--- src/rtl/snake_game_ctrl.sv ---
// Snake game sequencer: paces snake steps off VGA frame pulses, filters direction keys,
// tracks score and speeds up play as food is eaten.
module snake_game_ctrl #(
    parameter int unsigned FRAMES_PER_STEP = 6,
    parameter int unsigned MIN_FRAMES      = 2,
    parameter int unsigned SPEEDUP_EVERY   = 4
) (
    input  logic       clk,
    input  logic       arst,
    input  logic       animate,
    input  logic [2:0] move,
    input  logic       collide,
    input  logic       food_hit,
    output logic       step,
    output logic [1:0] dir,
    output logic       grow,
    output logic       clear,
    output logic [7:0] score,
    output logic [1:0] state
);

    typedef enum logic [1:0] {
        StIdle = 2'd0,
        StInit = 2'd1,
        StPlay = 2'd2,
        StDead = 2'd3
    } state_e;

    localparam logic [3:0] InitPeriod = 4'(FRAMES_PER_STEP);
    localparam logic [3:0] MinPeriod  = 4'(MIN_FRAMES);
    localparam logic [7:0] FoodLast   = 8'(SPEEDUP_EVERY - 1);

    // Reset asserts asynchronously but releases two edges after arst rises.
    logic [1:0] rst_sync_q;
    logic       rst_n;

    always_ff @(posedge clk or negedge arst) begin
        if (!arst) rst_sync_q <= 2'b00;
        else       rst_sync_q <= {rst_sync_q[0], 1'b1};
    end

    assign rst_n = rst_sync_q[1];

    state_e     state_q, state_d;
    logic [1:0] dir_q, dir_d, pend_q, pend_d;
    logic [3:0] frame_q, frame_d;
    logic [3:0] period_q, period_d;
    logic [3:0] cur_period_q, cur_period_d;
    logic [7:0] food_q, food_d;
    logic [7:0] score_q, score_d;
    logic       step_q, step_d, grow_q, grow_d, clear_q, clear_d;
    logic [1:0] key;

    always_comb begin
        state_d      = state_q;
        dir_d        = dir_q;
        pend_d       = pend_q;
        frame_d      = frame_q;
        period_d     = period_q;
        cur_period_d = cur_period_q;
        food_d       = food_q;
        score_d      = score_q;
        step_d       = 1'b0;
        grow_d       = 1'b0;
        clear_d      = 1'b0;
        key          = move[1:0] - 2'd1;

        unique case (state_q)
            StIdle, StDead: begin
                if (move == 3'd5) begin
                    state_d      = StInit;
                    clear_d      = 1'b1;
                    score_d      = 8'd0;
                    dir_d        = 2'd3;
                    pend_d       = 2'd3;
                    frame_d      = 4'd0;
                    period_d     = InitPeriod;
                    cur_period_d = InitPeriod;
                    food_d       = 8'd0;
                end
            end
            StInit: state_d = StPlay;
            StPlay: begin
                // Reversal is judged against the committed direction, not the pending one.
                if (move >= 3'd1 && move <= 3'd4 && key != (dir_q ^ 2'b01)) pend_d = key;
                if (food_hit && !collide) begin
                    grow_d = 1'b1;
                    if (score_q != 8'hff) score_d = score_q + 8'd1;
                    if (food_q == FoodLast) begin
                        food_d = 8'd0;
                        if (period_q > MinPeriod) period_d = period_q - 4'd1;
                    end else begin
                        food_d = food_q + 8'd1;
                    end
                end
                if (animate) begin
                    if (frame_q == cur_period_q - 4'd1) begin
                        frame_d      = 4'd0;
                        cur_period_d = period_d;
                        if (!collide) begin
                            step_d = 1'b1;
                            dir_d  = pend_d;
                        end
                    end else begin
                        frame_d = frame_q + 4'd1;
                    end
                end
                if (collide) state_d = StDead;
            end
            default: state_d = StIdle;
        endcase
    end

    always_ff @(posedge clk or negedge rst_n) begin
        if (!rst_n) begin
            state_q      <= StIdle;
            dir_q        <= 2'd3;
            pend_q       <= 2'd3;
            frame_q      <= 4'd0;
            period_q     <= InitPeriod;
            cur_period_q <= InitPeriod;
            food_q       <= 8'd0;
            score_q      <= 8'd0;
            step_q       <= 1'b0;
            grow_q       <= 1'b0;
            clear_q      <= 1'b0;
        end else begin
            state_q      <= state_d;
            dir_q        <= dir_d;
            pend_q       <= pend_d;
            frame_q      <= frame_d;
            period_q     <= period_d;
            cur_period_q <= cur_period_d;
            food_q       <= food_d;
            score_q      <= score_d;
            step_q       <= step_d;
            grow_q       <= grow_d;
            clear_q      <= clear_d;
        end
    end

    assign step  = step_q;
    assign dir   = dir_q;
    assign grow  = grow_q;
    assign clear = clear_q;
    assign score = score_q;
    assign state = state_q;

endmodule

--- config.mk ---
export PLATFORM = sky130hd
export DESIGN_NAME = snake_game_ctrl
export DESIGN_NICKNAME = d
export VERILOG_FILES = /design/src/rtl/snake_game_ctrl.sv
export SDC_FILE = /design/constraint.sdc
export NUM_CORES = 1
export LEC_CHECK = 0
export CAP_MARGIN = 10
export CELL_PAD_IN_SITES_DETAIL_PLACEMENT = 1
export CELL_PAD_IN_SITES_GLOBAL_PLACEMENT = 1
export CORE_ASPECT_RATIO = 2
export CORE_MARGIN = 2
export CORE_UTILIZATION = 44
export DETAILED_ROUTE_END_ITERATION = 8
export PLACE_DENSITY_LB_ADDON = 0.08
export SYNTH_ARGS = -nofsm -noshare
export SYNTH_HDL_FRONTEND = slang
export SYNTH_SLANG_ARGS = --single-unit
--- constraint.sdc ---
create_clock -name clk -period 1.3 [get_ports clk]
set_input_delay 0.26 -clock clk [delete_from_list [all_inputs] [get_ports clk]]
set_output_delay 0.26 -clock clk [all_outputs]
set_load 0.01 [all_outputs]
==> impl_metrics.toml, run 1 <==
[logic_synthesis]
synth-xor-area-share_pct = 7.266
synth_compound_area_share_pct = 15.64
synth_cell_types = 50
synth_nets = 257
yosysSeqAreaShare_pct = 43.70
synth.cell_area_um2 = 2256
synth_top_family_by_area = "simple AND/OR/NAND/NOR gates"
yosys_warnings = 0
synth_async_sr_flop_share_pct = 100.0
ys_ff_latch = 39
syn_avg_cell_area_um2 = 9.439
synthMuxAreaShare_pct = 2.773
synthAdderAreaFrac_pct = 5.546
synth_edf_count = 0
synthSimpleGateAreaFrac_pct = 21.24
synth-main-ff-cell = "dfrtp_1"
synthCells = 239

[sta]
worst-ep-kind = "sequential cell input"
worst_endpoint = "score[4]$_DFFE_PN0P_/D"

[floorplan]
start_util_pct = 45.95
io_pins = 23
fp.dieW_um = 54.63
die_h_um = 105.3
row_count = 36

[place]
numPortBuffers = 22
dpl.hpwl_um = 5353
dp.cells = 385
routabilityCongestion = 0.7946

[cts]
cts_sinks = 39
cts_buffer_depth = 2
htree_levels = 2
cts-root-buf = "clkbuf_8"
cts_buffers = 5

[status]
error = "[ERROR DPL-0033] detailed placement checks failed during check placement."
lastStage = "5_1_grt"
status = "stopped before the end"

[grt]
grt_max_degree = 36
antenna_found_initial = 0
## Yosys cell counts (2+ instances only)
cell type | count | area [um2]
a21oi_1 | 6 | 30.03
a22o_1 | 4 | 35.03
a31oi_1 | 4 | 25.02
a41oi_1 | 2 | 17.52
and2_1 | 5 | 31.28
and3_1 | 2 | 12.51
clkbuf_1 | 3 | 11.26
dfrtp_1 | 31 | 775.7
dfstp_2 | 8 | 210.2
ha_1 | 10 | 125.1
inv_1 | 17 | 63.81
mux2_2 | 2 | 22.52
mux2i_1 | 4 | 40.04
nand2_1 | 30 | 112.6
nand2b_1 | 5 | 31.28
nand3_1 | 8 | 40.04
nand4_1 | 6 | 37.54
nor2_1 | 22 | 82.58
nor2b_1 | 3 | 18.77
nor3_1 | 4 | 20.02
nor3b_1 | 2 | 15.01
nor4_1 | 2 | 12.51
o21ai_0 | 16 | 80.08
o22ai_1 | 3 | 18.77
xnor2_1 | 8 | 70.07
xor2_1 | 8 | 70.07
## what timing repair did
| action | 4_1_cts |
|---|---|
| buffers inserted | 18 |
| hold buffers | 0 |
| endpoints found under the setup margin | 51 |
| pin swaps | 20 |
| gates resized for setup | 106 |
## kinds of logic after synthesis
logic type,after synthesis
other cells,1
fa+ha+maj,10
simple gates,95
compound gates,50
flops,39
buf+inv,21
mux,6
xor+xnor,17
## per-stage QoR
step                setup slack (ns)  utilization, %  cell area, um2  TNS, ns
detailed placement           -0.8375           65.85            3233   -23.11
floorplan                    -0.4668               -            2426   -9.991
global placement             -0.7535           65.85            3233   -21.84
CTS                          -0.6126           73.57            3612   -15.29
==> run 2: changes to the inputs <==
CELL_PAD_IN_SITES_DETAIL_PLACEMENT = default   (was 1)
CELL_PAD_IN_SITES_GLOBAL_PLACEMENT = default   (was 1)
CORE_ASPECT_RATIO = default   (was 2)
CORE_UTILIZATION = 40   (was 44)
PLACE_DENSITY_LB_ADDON = 0.15   (was 0.08)
==> run 2 against run 1 <==
The flow now finishes, with violations (setup timing). Synthesized cell count stayed put. Synthesized area stayed put.
==> impl_metrics.toml, run 2 <==
[status]
status = "complete, but fails checks"
violations = "setup timing"

[detailed_routing]
wirelength_um = 5637
ant_nets = 0
viasPerCell = 4.964
drt_pass1_iterations = 4
first_iter_violations = 60
vias = 2095
routedWlPerCell_um = 13.36
route.detailed.drc = 0

[cells_and_area]
mostFrequentLayoutCells = "buf_4 (72), dfrtp_1 (30), nand2_1 (24)"
final_common_cell = "buf_4"
antennaDiodeCount = 0
final_nets = 367
fin_cells = 422
nFillCells = 436
finish.instance_area_um2 = 3662
drive_above_1_share_pct = 48.00
syn2layout_area_growth_pct = 62.34

[setup_path]
path_class = "register to register"
crit_arrival_ns = 2.06
crit_chain = "xor3_1, nor3_2, nand2_2, a21oi_2, mux2_4"
critPathCaptureType = "register"
cpMaxStageDelayCell = "dfstp_2"
critPathLaunchType = "register"
critical_path.top_delay_family = "flip-flops"
crit_required_ns = 1.53
crit_path_max_incr_delay_ns = 0.55
crit_path_max_fanout = 4
path_buf_inv = 0

[logic_synthesis]
synth_compound_area_share_pct = 15.64
synth_top_family_by_area = "simple AND/OR/NAND/NOR gates"
synth.most_common_cell = "dfrtp_1"
syn_avg_cell_area_um2 = 9.439
synthCells = 239
yosysSeqAreaShare_pct = 43.70
synth_edf_count = 0
synthSimpleGateAreaFrac_pct = 21.24
synthTopCellsByArea = "dfrtp_1 (34%), dfstp_2 (9.3%), ha_1 (5.5%)"
yosysTopAreaCellShare_pct = 34.39
synth.cell_area_um2 = 2256
synth_nets = 257
synthAdderAreaFrac_pct = 5.546
ys_top_cells_by_count = "dfrtp_1 (31), nand2_1 (30), nor2_1 (22), inv_1 (17), o21ai_0 (16)"
yosys_warnings = 0
ys_ff_latch = 39
synth_async_sr_flop_share_pct = 100.0
synth_cell_types = 50
synthMuxAreaShare_pct = 2.773
synth-main-ff-cell = "dfrtp_1"
synth_top_area_cell = "dfrtp_1"
synth-xor-area-share_pct = 7.266

[cts]
cts_tree = "built"
path_clk_slew_ns = 0.08
cts_sinks = 39
cts_buffer_depth = 2
htree_levels = 2
cts-root-buf = "clkbuf_8"
cts_buffers = 5
clk_latency_ns = 0.29

[sta]
max_freq_ghz = 0.5474
fin_crit_sh_pct = 140.5
drv_slew = 0
clock_skew_ns = 0.01024
setup_tns_ns = -13.36
period_needed_ns = 1.827
setup_ws_ns = -0.5268
setup-violations-final = 36
finalHoldViolations = 0
rsz0062_at_grt = "true"

[place]
dpl.hpwl_um = 3945
dp.cells = 399
routabilityCongestion = 0.8428
dp_slack_ns = -0.7614
place_area_um2 = 3232
numPortBuffers = 22

[grt]
grt_max_degree = 28
first_global_vias = 2042
antenna_found_initial = 0
grt_pass1_wl_um = 9439
overflow = 0
track_usage_pct = 19.43

[worst_hold_path]
holdCritPathClass = "input pin to asynchronous set/reset pin"

[floorplan]
row_count = 27
start_util_pct = 41.22
io_pins = 23
core_um2 = 5473
die_area_um2 = 6257
fp.dieW_um = 79.10
die_h_um = 79.10

[power_and_ir_drop]
p_leak_nw = 1.678
power_density_nw_per_um2 = 1651
peakVddDrop_uv = 1058

[run]
drv_cap = 0
==> run 2: cell counts after synthesis <==
No cell type changed its count.
==> run 2: power breakdown <==
group	switching [mW]	leakage [nW]	internal (mW)
clock	0.434	0.0612	0.621
combinational	1.83	1.11	1.76
sequential	0.0684	0.502	1.33
==> run 2: repair_timing <==
item / in CTS / in global routing
buffers inserted: 11 / 8
hold buffers: 0 / 0
gates resized for setup: 76 / 26
pin swaps: 18 / 10
endpoints found under the setup margin: 51 / 38
==> run 2: path summary, 6_finish.rpt <==
path,from,end,slack [ns],depth (start not counted)
max,cur_period_q[2],cur_period_q[2],-0.53,5
min,arst,rst_sync_q[0],0.13,1
min reg2reg,rst_sync_q[1],food_q[6],0.17,1
min in group clk,rst_sync_q[0],rst_sync_q[1],0.36,0
max reg2reg,cur_period_q[2],cur_period_q[2],-0.53,5
max in group asynchronous,rst_sync_q[1],period_q[1],0.71,1
==> run 2: per-stage QoR <==
stage / total power, mW / util [%] / hold slack, ns
global route: 6.444 / 66.92 / 0.1240
detailed placement: 4.278 / 59.05 / 0.1772
finish: 6.047 / 66.92 / 0.1273
CTS: 5.678 / 64.04 / 0.1162
global placement: 4.258 / 59.05 / 0.1755
floorplan: 3.094 / - / -0.03559
==> run 2: area by class of cell <==
| cell class | instances | area (um2) | area share (%) |
|---|---|---|---|
| Clock buffer | 6 | 82.58 | 2.255 |
| Sequential cell | 39 | 987.2 | 26.96 |
| Inverter | 17 | 63.81 | 1.742 |
| Multi-Input combinational cell | 179 | 1539 | 42.02 |
| Tap cell | 72 | 90.09 | 2.460 |
| Timing Repair Buffer | 107 | 864.6 | 23.61 |
| Clock inverter | 2 | 35.03 | 0.9566 |
==> run 2: cell families after synthesis <==
family,Yosys count
AND/OR/NAND/NOR,95
AO/OA/AOI/OAI,50
flip-flops,39
buffers and inverters,21
XOR/XNOR,17
adder cells (fa/ha/maj),10
multiplexers,6
other,1
==> run 2: layer usage <==
layer	routed length, um	vias to the layer above	GRT usage, %
met2	2850	31	33.73
met5	0	-	0
met3	148	7	3.409
li1	-	1048	-
met1	2568	1009	24.71
met4	70	0	5.862
No activity file was read; power rests on OpenSTA's default activity.
